<file path="config.mk">
export PLATFORM = sky130hd
export DESIGN_NAME = uart_rx_os
export DESIGN_NICKNAME = d
export VERILOG_FILES = /design/src/rtl/uart_rx_os.sv
export SDC_FILE = /design/constraint.sdc
export NUM_CORES = 1
export LEC_CHECK = 0
export CORE_UTILIZATION = 60
export CTS_CLUSTER_DIAMETER = 40
export DETAILED_ROUTE_END_ITERATION = 12
export HOLD_SLACK_MARGIN = 0.03
export PLACE_DENSITY = 0.79
export SETUP_SLACK_MARGIN = 0.02
export SYNTH_ARGS = -nofsm -noshare
export SYNTH_HDL_FRONTEND = slang
export SYNTH_SLANG_ARGS = --single-unit
</file>
<file path="constraint.sdc">
create_clock -name clk -period 6.3 [get_ports clk]
set_input_delay 1.26 -clock clk [delete_from_list [all_inputs] [get_ports clk]]
set_output_delay 1.26 -clock clk [all_outputs]
set_load 0.1 [all_outputs]
</file>
<file path="src/rtl/uart_rx_os.sv">
// 16x oversampling 8N1 UART receiver: synchronizer, start validation, 3-sample
// majority vote per bit, and a show-ahead byte FIFO with valid/rd handshake.
`timescale 1ns/1ps
module uart_rx_os #(
  parameter int CLK        = 50,
  parameter int BAUD_RATE  = 9600,
  parameter int FIFO_DEPTH = 4
) (
  input  logic       clk,
  input  logic       res,
  input  logic       rx,
  input  logic       rd,
  output logic [7:0] data,
  output logic       valid,
  output logic       frame_err,
  output logic       overrun
);

  localparam int DIV = CLK * 1000000 / (BAUD_RATE * 16);
  localparam int CW  = (DIV > 1) ? $clog2(DIV) : 1;
  localparam int AW  = $clog2(FIFO_DEPTH);
  localparam int PW  = AW + 1;

  // state | meaning
  // IDLE  | line high, waiting for a start edge
  // START | validating start bit at its centre
  // DATA  | sampling 8 data bits, LSB first
  // STOP  | sampling stop bit; push byte or flag framing error
  // BREAK | after framing error, wait for line to return high
  typedef enum logic [2:0] {IDLE, START, DATA, STOP, BREAK} state_t;

  state_t          state_q, state_d;
  logic            rx_meta_q, rxs_q;
  logic [CW-1:0]   cnt_q, cnt_d;
  logic [3:0]      s_q, s_d;
  logic [2:0]      idx_q, idx_d;
  logic [7:0]      shift_q, shift_d;
  logic [1:0]      smp_q, smp_d;
  logic            fe_q, fe_d;
  logic            ov_q, ov_d;
  logic            tick, dec, bit_v, push, pop, full, wr_en;

  logic [7:0]      mem_q [FIFO_DEPTH];
  logic [PW-1:0]   wr_ptr_q, rd_ptr_q, count_q;

  assign tick  = (cnt_q == CW'(DIV - 1));
  assign dec   = tick && (s_q == 4'd9);
  assign bit_v = (smp_q[0] & smp_q[1]) | (smp_q[0] & rxs_q) | (smp_q[1] & rxs_q);

  assign valid = (count_q != '0);
  assign full  = (count_q == PW'(FIFO_DEPTH));
  assign pop   = rd && valid;
  // A pop in the same cycle frees the slot, so a full FIFO still accepts the byte.
  assign wr_en = push && (!full || pop);
  assign data  = mem_q[rd_ptr_q[AW-1:0]];

  assign frame_err = fe_q;
  assign overrun   = ov_q;

  always_ff @(posedge clk or negedge res) begin
    if (!res) begin
      rx_meta_q <= 1'b1;
      rxs_q     <= 1'b1;
      state_q   <= IDLE;
      cnt_q     <= '0;
      s_q       <= '0;
      idx_q     <= '0;
      shift_q   <= '0;
      smp_q     <= '0;
      fe_q      <= 1'b0;
      ov_q      <= 1'b0;
    end else begin
      rx_meta_q <= rx;
      rxs_q     <= rx_meta_q;
      state_q   <= state_d;
      cnt_q     <= cnt_d;
      s_q       <= s_d;
      idx_q     <= idx_d;
      shift_q   <= shift_d;
      smp_q     <= smp_d;
      fe_q      <= fe_d;
      ov_q      <= ov_d;
    end
  end

  always_comb begin
    state_d = state_q;
    cnt_d   = tick ? '0 : cnt_q + CW'(1);
    s_d     = tick ? s_q + 4'd1 : s_q;
    idx_d   = idx_q;
    shift_d = shift_q;
    smp_d   = smp_q;
    fe_d    = 1'b0;
    push    = 1'b0;
    if (tick && s_q == 4'd7) smp_d[0] = rxs_q;
    if (tick && s_q == 4'd8) smp_d[1] = rxs_q;
    case (state_q)
      IDLE: begin
        if (!rxs_q) begin
          state_d = START;
          cnt_d   = '0;
          s_d     = '0;
        end
      end
      START: begin
        if (dec) begin
          if (bit_v) begin
            state_d = IDLE;
          end else begin
            state_d = DATA;
            idx_d   = 3'd0;
          end
        end
      end
      DATA: begin
        if (dec) begin
          shift_d[idx_q] = bit_v;
          if (idx_q == 3'd7) state_d = STOP;
          else               idx_d   = idx_q + 3'd1;
        end
      end
      STOP: begin
        if (dec) begin
          if (bit_v) begin
            push    = 1'b1;
            state_d = IDLE;
          end else begin
            fe_d    = 1'b1;
            state_d = BREAK;
          end
        end
      end
      BREAK: begin
        if (rxs_q) state_d = IDLE;
      end
      default: state_d = IDLE;
    endcase
    ov_d = push && full && !pop;
  end

  always_ff @(posedge clk or negedge res) begin
    if (!res) begin
      for (int i = 0; i < FIFO_DEPTH; i++) mem_q[i] <= '0;
      wr_ptr_q <= '0;
      rd_ptr_q <= '0;
      count_q  <= '0;
    end else begin
      if (wr_en) begin
        mem_q[wr_ptr_q[AW-1:0]] <= shift_q;
        wr_ptr_q                <= wr_ptr_q + PW'(1);
      end
      if (pop) rd_ptr_q <= rd_ptr_q + PW'(1);
      if (wr_en && !pop)      count_q <= count_q + PW'(1);
      else if (!wr_en && pop) count_q <= count_q - PW'(1);
    end
  end

endmodule

</file>
==> Yosys cells after proc, flatten, opt, wreduce, memory -nomap -nowiden <==
Index checks and enable logic that the tools add are counted.
{ "op_classes": {"n_eq_ne": 18, "n_lt_le_gt_ge": 5, "bitwise_logic": 7, "mux": 37, "reduce_logical": 22, "addsub": 7} }
{ "op_table": {"columns": ["cell", "n"], "rows": [
  ["2-to-1 mux 3 bit", 13],
  ["bitwise mux 32 bit", 1],
  ["2-to-1 mux 9 bit", 3],
  ["2-to-1 mux 8 bit", 3],
  ["binary-select mux 8 bit (select 2 bit)", 1],
  ["demux 8 bit (select 2 bit)", 1],
  ["!= test 2 bit (second input constant)", 8],
  ["case mux 3 bit (5 select lines)", 1],
  ["adder 3 x 1 -> 3 bit (second input constant)", 4],
  ["2-to-1 mux 4 bit", 3],
  ["logical AND 1 bit", 11],
  ["adder 9 x 1 -> 9 bit (second input constant)", 1],
  ["equality test 3 bit (second input constant)", 3],
  ["equality test 9 bit (second input constant)", 1],
  ["bitwise mux 8 bit", 1],
  ["equality test 4 bit (second input constant)", 2],
  ["2-to-1 mux 1 bit", 7],
  ["equality test 3 x 2 -> 1 bit (second input constant)", 2],
  [">= comparator 3 bit (second input constant)", 2],
  ["NOT 2 -> 3 bit", 2],
  ["case mux 3 bit (2 select lines)", 1],
  ["AND reduction 6 bit", 1],
  ["AND reduction 5 bit", 1],
  ["adder 4 x 1 -> 4 bit (second input constant)", 1],
  ["16 further kinds", 22]
]} }
{ "totals": {"word_cells": 114, "reg_bits": 74} }

==> Longest topological paths before layout <==
{ "depth": {"ltp_word": 11, "mapped_depth": 11, "mapped_depth_nobuf": 11} }

==> Worst setup path after synthesis <==
Ideal clock, no wire load.
{ "synth_timing": {"path_kind": "input port to flip-flop", "from": "input rd", "to": "register count_q[1]", "arrival_ns": 3.002, "slack_ns": 3.174, "setup_ns": 0.125, "stages": 6, "n_path_buf": 0, "cell_sequence": "or4b_2 > nor4b_4 > ha_1 > inv_1 > fa_1 > mux2_2"} }
{ "synth_via": {"elab_chain_cells": 6, "elab_cells_between_ends": 9, "classes_between": "mux: 1; reduce/logical: 8"} }
{ "synth_lines": {"columns": ["element", "line", "rtl"], "rows": [
  ["start, declared", "12", "input logic rd,"],
  ["logical AND 1 bit (*)", "52", "assign pop = rd && valid;"],
  ["logical OR 1 bit (*)", "54", "assign wr_en = push && (!full || pop);"],
  ["logical AND 1 bit (*)", "54", null],
  ["via wr_en", "41", "logic tick, dec, bit_v, push, pop, full, wr_en;"],
  ["zero test 1 bit", "154", "else if (!wr_en && pop) count_q <= count_q - PW'(1);"],
  ["logical AND 1 bit", "154", null],
  ["nonzero test 2 bit (no source line)", null, null],
  ["end signal, assigned", "153", "if (wr_en && !pop) count_q <= count_q + PW'(1);"],
  ["end signal, assigned", "154", null],
  ["end, declared", "44", "logic [PW-1:0] wr_ptr_q, rd_ptr_q, count_q;"]
]} }
The timed path passes the listed nets; every way through them passes the cells marked *.
A chain may end at the register's enable or synchronous reset.

==> Worst setup path after layout <==
{ "layout_timing": {"from": "register rd_ptr_q[0]", "to": "output data[5]"} }
{ "layout_via": {"elab_chain_cells": 4} }
{ "layout_lines": {"columns": ["element", "line", "rtl"], "rows": [
  ["start, declared", "44", null],
  ["start signal, assigned", "152", "if (pop) rd_ptr_q <= rd_ptr_q + PW'(1);"],
  ["NOT 2 -> 3 bit (not written as such)", "55", "assign data = mem_q[rd_ptr_q[AW-1:0]];"],
  ["binary-select mux 8 bit (select 2 bit)", "55", null],
  ["2-to-1 mux 8 bit (not written as such) (2 in series)", "55", null],
  ["end, declared", "13", "output logic [7:0] data,"]
]} }
Every way passes these cells. The select of a mux whose other input is x is not followed.

==> impl_results.md <==
* Hold Crit Start: rx_meta_q
* Layout Area Growth over Synthesis at 11.14%
* Post-route minimum period at 3.894 ns
* Number of buffers and inverters on the critical path at 1
* Async set-or-reset flop fraction in the synthesized netlist at 1.000
* Crit path max-delay family: buffers and inverters
* Dominant cell type by area after synthesis: dfrtp_1
* Worst r2r src: cnt_q[3]
* Die area at 6018 um2
* YS warnings at 0
* Vias in the first global route at 2064
* Worst hold path endpoint: rxs_q
* Iter 0 DRT Violations at 120
* Logic pwr share at 0.100
* Net count, final at 291
* Register area share after synthesis at 0.5265
* Outcome: completed
* Drt pass-1 iters at 4
* Met2 usage at 0.3513
* Synth area leaders: dfrtp_1 (51%), mux2_2 (13%), mux4_2 (5.3%)
* Clk sink count at 72
* DP Area at 3607 um2
* Sw frac at 0.2535
* Initial Util at 0.6224
* Worst-Margin Slew at 0.9697 ns
* Post-route cell area at 3809 um2
* Syn_nets at 275
* Critical path, cell by cell: mux4_2, clkdlybuf4s50_1
* CTS buffer count at 9
* Filler cell count at 394
* Worst EP required at 5.04 ns
* Post-route ant nets at 0
* GRT met1 Usage at 0.2799
* Pleak at 1.734 nW
* Tcrit/Tclk final at 0.6181
* Initial antenna violation count at 0
* Min-delay worst type: reg -> reg
* # DRC at 0
* Count leader, synth: dfrtp_1
* GR Overflow Total at 0
* Critical Path Sink Type: output port
* Ant diodes at 0
* Max_cap viols at 0
* Post-synth cell types at 46
* Maximum clock path buffer count at 2
* Mapped Cells at 258
* Die Y-Extent at 77.58 um
* Met3 Use GR at 0.04000
* Clock network power share at 0.369
* Internal at 735.5 uW
* Core box area at 5507 um2
* Max VDD drop at 159.4 uV
* Die Span X at 77.58 um
* Critical path depth at 2
* Via count at 2007
* H-tree levels at 3
* R2R cell count at 9
* Share of cells above drive strength 1 at 0.2724
* Type of origin of the critical path: flip-flop
* Synth Flop Type: dfrtp_1
* Switching Power at 249.8 uW
* I/O pin cnt at 15
* Cell Pwr Density at 258.7 nW/um2
* Post-synth top area share at 0.5111
* Hpwl dp at 3.899 mm
* FF-to-FF End: count_q[2]
* Worst setup path category: reg -> out
* Count of flip-flops with a built-in enable after synthesis at 0
* Yosys reg bits at 72
* F_max at 256.8 MHz
* Worst-skew pair later-pin latency at 0.34 ns
* Via-per-instance ratio at 5.718
* Routed len/inst at 16.18 um
* Hold_buf cts at 0
* Commonest cells post-synth: dfrtp_1 (70), mux2_2 (41), nor2_1 (16)
* CP max FO at 10
* CP peak stage delay at 0.98 ns
* Post-cts sizing count at 0
* Post-synthesis cell area at 3427 um2
* Final Slew Violations at 0
* Hold Violations, Final at 0
* Register share of total power at 0.530
* Post-CTS Setup Bufs at 0
* RePlAce Congestion at 0.7857
* Reg2reg setup slack at 3.21 ns
* Root buf cell: clkbuf_8
* Clk_skew at 0.01015 ns
* First-pass GRT wire length at 9.798 mm
* CP Data Arrival Time at 2.63 ns
* Row cnt at 27
* Setup violations, final at 0
* # port buffers at 14
* Max_slew headroom at 0.3515
* Most crowded layer after global routing: met2
* WHS Path Cells at 0
* Synth Area per Inst at 13.28 um2
* GRT Util Overall at 0.2162
* Unrepaired setup endpoints after global routing: no
* Clock transition at path regs at 0.08 ns
* Setup TNS at 0 ns
* Final wirelength at 5.680 mm
* Pin count of the biggest net entering global routing at 73
* CP max stage cell: clkdlybuf4s50_1
* CTS tree: built
## stage by stage
| step | hold WS, ns | power, mW | worst slack [ns] | utilization | std cells |
|---|---|---|---|---|---|
| 2_1_floorplan | 0.3452 | 0.6008 | 3.174 | - | 258 |
| 3_3_place_gp | 0.3477 | 0.6287 | 2.687 | 0.6551 | 335 |
| 3_5_place_dp | 0.3491 | 0.6316 | 2.638 | 0.6551 | 335 |
| 4_1_cts | 0.3595 | 0.9949 | 2.363 | 0.6917 | 351 |
| 5_1_grt | 0.3609 | 1.024 | 2.304 | 0.6917 | 351 |
| 6_report | 0.3576 | 0.9853 | 2.406 | 0.6917 | 351 |
## area by class of cell
class,count,area (um2),area share
Sequential cell,72,1804,0.4737
Multi-Input combinational cell,167,1536,0.4034
Clock buffer,13,158.9,0.04172
Timing Repair Buffer,15,142.6,0.03745
Tap cell,72,90.09,0.02365
Clock inverter,3,42.54,0.01117
Inverter,9,33.78,0.008870
## worst reg2reg max path, delay by kind of cell, from the launching register on
kind / cells / cell delay [ns]
AND/OR/NAND/NOR: 4 / 1.56
flip-flops: 1 / 0.45
buffers and inverters: 1 / 0.06
adder cells (fa/ha/maj): 2 / 0.62
XOR/XNOR: 2 / 0.32
## cells by family (layout without fill, tap and decap cells)
kind of cell	after synthesis	in the layout	share of synthesized area
AO/OA/AOI/OAI	15	15	0.03067
XOR/XNOR	16	16	0.04089
adder cells (fa/ha/maj)	14	14	0.05257
buffers and inverters	19	40	0.02519
flip-flops	72	72	0.5265
multiplexers	51	51	0.1946
AND/OR/NAND/NOR	71	71	0.1296
## cells in the final DEF, fill, tap and decap left out, types with 2 or more instances in the layout
cell type	count
a22o_1	2
nand2_1	5
a21oi_1	2
nand2b_1	3
inv_1	9
o21ai_0	4
nand3b_1	3
clkdlybuf4s50_1	13
nand3_1	7
dfstp_2	2
or3_1	2
dfrtp_1	70
xor2_1	9
nand4_1	4
o31ai_1	4
nor3_1	7
xnor2_1	7
nor2b_1	2
mux4_2	8
and4_1	4
mux2_2	41
clkbuf_1	2
nor4_1	5
nor2_1	16
clkbuf_8	11
ha_1	12
## power by group through the flow
stage	clock [mW]	combinational (mW)	sequential [mW]
floorplan	0	0.101	0.500
CTS	0.372	0.0999	0.523
finish	0.364	0.0990	0.522
global placement	0	0.0966	0.532
global route	0.388	0.108	0.528
detailed placement	0	0.0994	0.532
## per-layer routing
metal	part of all wire	vias to the layer above
li1	-	970
met2	0.49	23
met4	0.019	0
met1	0.47	1005
met3	0.019	9
met5	0	-
## flip-flops by register name, summed over array words and instances, names as in the netlist
signal / flops
smp_q: 2
count_q: 3
rxs_q: 1
idx_q: 3
rx_meta_q: 1
cnt_q: 9
shift_q: 8
state_q: 3
rd_ptr_q: 2
overrun: 1
mem_q: 32
s_q: 4
frame_err: 1
wr_ptr_q: 2
## worst max-delay path by stage
stage / start / endpoint
6_report: rd_ptr_q[0] / data[5]
5_1_grt: rd_ptr_q[0] / data[5]
4_1_cts: rd_ptr_q[0] / data[5]
3_5_place_dp: rd / count_q[1]
3_3_place_gp: rd / count_q[1]
2_1_floorplan: rd / count_q[1]
Note: power is estimated with default switching activity, not from simulation.
==> patch 1: new RTL, same flow settings <==
`s_q` no longer has a reset.
--- a/src/rtl/uart_rx_os.sv
+++ b/src/rtl/uart_rx_os.sv
@@ -63,7 +63,6 @@
       rxs_q     <= 1'b1;
       state_q   <= IDLE;
       cnt_q     <= '0;
-      s_q       <= '0;
       idx_q     <= '0;
       shift_q   <= '0;
       smp_q     <= '0;
@@ -74,13 +73,16 @@
       rxs_q     <= rx_meta_q;
       state_q   <= state_d;
       cnt_q     <= cnt_d;
-      s_q       <= s_d;
       idx_q     <= idx_d;
       shift_q   <= shift_d;
       smp_q     <= smp_d;
       fe_q      <= fe_d;
       ov_q      <= ov_d;
     end
+  end
+
+  always_ff @(posedge clk) begin
+    s_q <= s_d;
   end
 
   always_comb begin
Function: no difference found for any inputs over 10 cycles, from zero or initial values; that may be too few to reach the edited logic, so the function may still have changed.
==> patch 1 against the original RTL <==
Sequential cell count is the same. Via count grew 3.0%. Sequential share of layout area shrank 1.4 points. Synthesized area grew 1.3%. Worst setup slack lost 0.033 ns. Routed wire length grew 5.2%. Total power grew 3.2%. Final area grew 1.8%. Largest power group unchanged.
==> patch 1: results (changes against the original RTL) <==
- run status: finished clean
- warnings from Yosys: 0, unchanged
- critical register-to-register path startpoint: cnt_q[3]
- largest vdd supply drop: 0.000155 V, -2.8%
- root buffer cell: clkbuf_8
- routed vias: 2,068, +3.0%
- Worst-Skew Late Latency: 0.34 ns, about the same
- Hold Path Cell Cnt: 0, unchanged
- leakage power total: 1.74 nW, +0.57%
- clk_skew: 0.00599 ns, -0.00416 ns
- slew at the pin closest to its max-slew limit: 0.960 ns, -0.0101 ns
- diode insertion count for antenna repair: 0, unchanged
- post-synth design cell area: 3470 um^2, +1.3%
- number of DRC violations after detailed-routing iteration 0: 102, -15%
- library cells used by synthesis: 45, -2.2%
- minimum setup slack after placement: 2.62 ns, -0.0154 ns
- highest-delay cell along the critical path: clkdlybuf4s50_1
- maximum number of pins on one net before global-route repair: 69, -5.5%
- worst min-delay path startpoint: rx_meta_q
- net count after synthesis: 283, +2.9%
- fraction of final layout cells sized beyond drive strength 1: 27.5%, +0.29 points
- vias in the first global route: 2,066, +0.097%
- Worst R2R Setup Slack: 3.36 ns, +0.15 ns
- quantity of I/O buffers inserted on ports: 14, unchanged
- most area-consuming cells after synthesis: dfrtp_1, mux2_2, mux4_2, ha_1, xnor2_1
- top cells by count, synth: dfrtp_1, mux2_2, nor2_1
- primary flip-flop cell chosen by synthesis mapping: dfrtp_1
- kind of path behind the tightest hold check: reg2reg
- sum of net half-perimeters after detailed placement: 3950 um, +1.4%
- maximum buffer depth of the clock tree: 2, unchanged
- All-Layer GR Usage: 22.9%, +1.3 points
- final hold slack: 0.369 ns, +0.0114 ns
- Net count, final: 299, +2.7%
- CP arrival: 2.67 ns, +0.04 ns
- sequential element share of the synthesized area: 51.4%, -1.2 points
- wire length of the first global-routing pass: 10,300 um, +5.1%
- final wirelength: 5980 um, +5.2%
- GPL Wtd Cong: 0.794, +0.99%
- proportion of synthesized flip-flops having asynchronous set or reset: 94.4%, -5.6 points
- registers with the most flip-flops: mem_q x32, cnt_q x9, shift_q x8
[patch 1: worst max-delay path by stage]
stage	from	to	cells after the start	slack [ns]
after floorplan	rd	count_q[1]	6	3.23
after global placement	rd	count_q[1]	7	2.68
after detailed placement	rd	count_q[1]	7	2.62
after CTS	rd_ptr_q[0]	data[2]	2	2.33
after global routing	rd_ptr_q[0]	data[2]	2	2.25
final	rd_ptr_q[0]	data[2]	2	2.37
[patch 1: area by class of cell]
cell class              instances  area [um^2]
clock inverters                 3         65.1
clock buffers                  13          149
repair buffers                 15          143
well taps                      72         90.1
fillers                       392         1660
inverters                       8         30.0
flip-flops and latches         72         1780
multi-input cells             176         1620
[patch 1: cell families (layout without fill, tap and decap cells)]
| logic type | count (synthesis) | after routing | share of synthesized area [%] |
|---|---|---|---|
| compound gates | 13 | 13 | 2.81 |
| xor+xnor | 16 | 16 | 4.04 |
| fa+ha+maj | 14 | 14 | 5.19 |
| buf+inv | 18 | 39 | 1.98 |
| flops | 72 | 72 | 51.4 |
| mux | 52 | 52 | 19.5 |
| simple gates | 81 | 81 | 15.1 |
[patch 1: metrics by stage]
stage | util [%] | area, um^2 | instances
3_5_place_dp | 66.1 | 3660 | 343
6_report | 70.0 | 3880 | 359
4_1_cts | 70.0 | 3880 | 359
5_1_grt | 70.0 | 3880 | 359
3_3_place_gp | 66.1 | 3660 | 343
2_1_floorplan | - | 3470 | 266
[patch 1: report_power, final]
part	total, W	switching, W	internal, W
Combinational	0.0000982	0.0000478	0.0000505
Clock	0.000392	0.000158	0.000234
Sequential	0.000527	0.0000470	0.000480
Total	0.00102	0.000253	0.000764
[patch 1: critical path, delay by kind of cell (launching register included)]
kind / cells / cell delay [ns]
buffers and inverters: 1 / 0.98
flip-flops: 1 / 0.75
multiplexers: 1 / 0.60
[patch 1: routing by layer]
layer	global-route usage, %	vias up	wire length, um
met5	0	-	0
li1	-	1000	-
met1	31.3	1027	2840
met2	35.6	33	2860
met3	6.40	8	206
met4	7.41	0	70
==> patch 2: new RTL, same settings <==
Made on the original files. The parameter `FIFO_DEPTH` goes from 4 to 8.
--- a/src/rtl/uart_rx_os.sv
+++ b/src/rtl/uart_rx_os.sv
@@ -4,7 +4,7 @@
 module uart_rx_os #(
   parameter int CLK        = 50,
   parameter int BAUD_RATE  = 9600,
-  parameter int FIFO_DEPTH = 4
+  parameter int FIFO_DEPTH = 8
 ) (
   input  logic       clk,
   input  logic       res,
Behaviour: same outputs for any inputs over 10 cycles, from zero or initial values; that may be too few to reach the edited logic, so the function may still have changed.
==> patch 2 against the original RTL <==
Worst setup slack got worse by 0.69 ns. Count of clock-buffer cells in the layout decreased by 3. Utilization shrank 2.0 points. Total power is 11% higher. Final area up 47%. Synthesized area rose by 53%. Sequential cell count grew 35. Maximum frequency decreased by 15%. Routed wire length increased by 56%. Via count is 42% higher. Critical path depth grew 1. Largest cell class unchanged.
==> patch 2: results (changes against the original RTL) <==
- maximum clock frequency: 218 MHz, -15%
- crit-path leading delay family: flip-flops
- non-filler cells, final: 485, +38%
- diode insertion count for antenna repair: 0, unchanged
- GPL Wtd Cong: 0.769, -2.2%
- GR Util met1: 29.3%, +1.4 points
- number of DRC violations after detailed-routing iteration 0: 95, -21%
- sequential element share of the synthesized area: 51.0%, -1.7 points
- sum of net half-perimeters after detailed placement: 5880 um, +51%
- registers with the most flip-flops: mem_q x64, cnt_q x9, shift_q x8
- leakage power total: 2.69 nW, +55%
- GR Util met3: 5.02%, +1.0 points
- worst min-delay path startpoint: rx_meta_q
- highest-delay cell along the critical path: dfrtp_1
- clock slew seen by the registers of the worst setup and hold paths: 0.10 ns, +0.02 ns
- Worst R2R Setup Slack: 3.14 ns, -0.07 ns
- All-Layer GR Usage: 22.6%, +0.95 points
- Worst Setup SP: rd_ptr_q[0]
- worst hold path endpoint: rxs_q
- run status: finished clean
- count of placed standard cells including taps: 469, +40%
- Worst-Skew Late Latency: 0.37 ns, +0.03 ns
- clk_skew: 0.0117 ns, +0.00151 ns
- final wirelength: 8890 um, +56%
- fraction of final layout cells sized beyond drive strength 1: 35.5%, +8.3 points
- maximum buffer depth of the clock tree: 2, unchanged
- wire length of the first global-routing pass: 15,100 um, +54%
- primary flip-flop cell chosen by synthesis mapping: dfrtp_1
- minimum setup slack after placement: 2.05 ns, -0.588 ns
- proportion of synthesized flip-flops having asynchronous set or reset: 100%, unchanged
- CP arrival: 3.33 ns, +0.70 ns
- CTS buffer count: 9, unchanged
- number of H-tree levels: 3, unchanged
- most area-consuming cells after synthesis: dfrtp_1, mux2_2, mux2_4, mux4_2, ha_1
- final hold slack: 0.361 ns, +0.00353 ns
- capturing point of the worst reg2reg path: count_q[3]
- Hold Path Cell Cnt: 0, unchanged
- largest fanout on the critical path: 18, +8
- vias in the first global route: 2,980, +44%
- cell area after placement: 5420 um^2, +50%
- maximum number of pins on one net before global-route repair: 57, -22%
- DR vias/cell: 5.89, +3.1%
- number of cells traversed by the worst register-to-register path: 10, +1
- peak per-stage delay on the critical path: 1.09 ns, +0.11 ns
- Worst slew margin: 25.7%, -9.5 points
- library cells used by synthesis: 53, +15%
- quantity of I/O buffers inserted on ports: 14, unchanged
- warnings from Yosys: 0, unchanged
- top cells by count, synth: dfrtp_1, mux2_2, mux2_4
- GRT met2 Usage: 37.7%, +2.6 points
- mean area per synthesized cell: 14.3 um^2, +7.6%
- net count after synthesis: 385, +40%
- first-pass detailed-route iteration total: 4, unchanged
- largest vdd supply drop: 0.000125 V, -21%
- capture point of the worst path: data[0]
[patch 2: power by group]
group          internal (W)  switching, W  total (W)
Sequential         0.000687   0.000000538   0.000688
Combinational    0.00000206     0.0000132  0.0000153
Clock              0.000159      0.000233   0.000391
Total              0.000848      0.000246    0.00109
[patch 2: final cells by class]
type | instances | area (um^2)
Clock buffer | 10 | 138
Clock inverter | 6 | 48.8
Fill cell | 622 | 2740
Inverter | 7 | 26.3
Multi-Input combinational cell | 235 | 2440
Sequential cell | 107 | 2680
Tap cell | 105 | 131
Timing Repair Buffer | 15 | 145
[patch 2: metal layers]
metal / up-vias / routed length [um]
li1: 1362 / -
met3: 10 / 212
met1: 1457 / 4210
met2: 30 / 4340
met4: 0 / 124
met5: - / 0
[patch 2: logic make-up after synthesis]
group	share of synthesized area, %
AO/OA/AOI/OAI	2.14
XOR/XNOR	2.83
adder cells (fa/ha/maj)	3.43
buffers and inverters	2.71
flip-flops	51.0
multiplexers	27.2
AND/OR/NAND/NOR	10.8
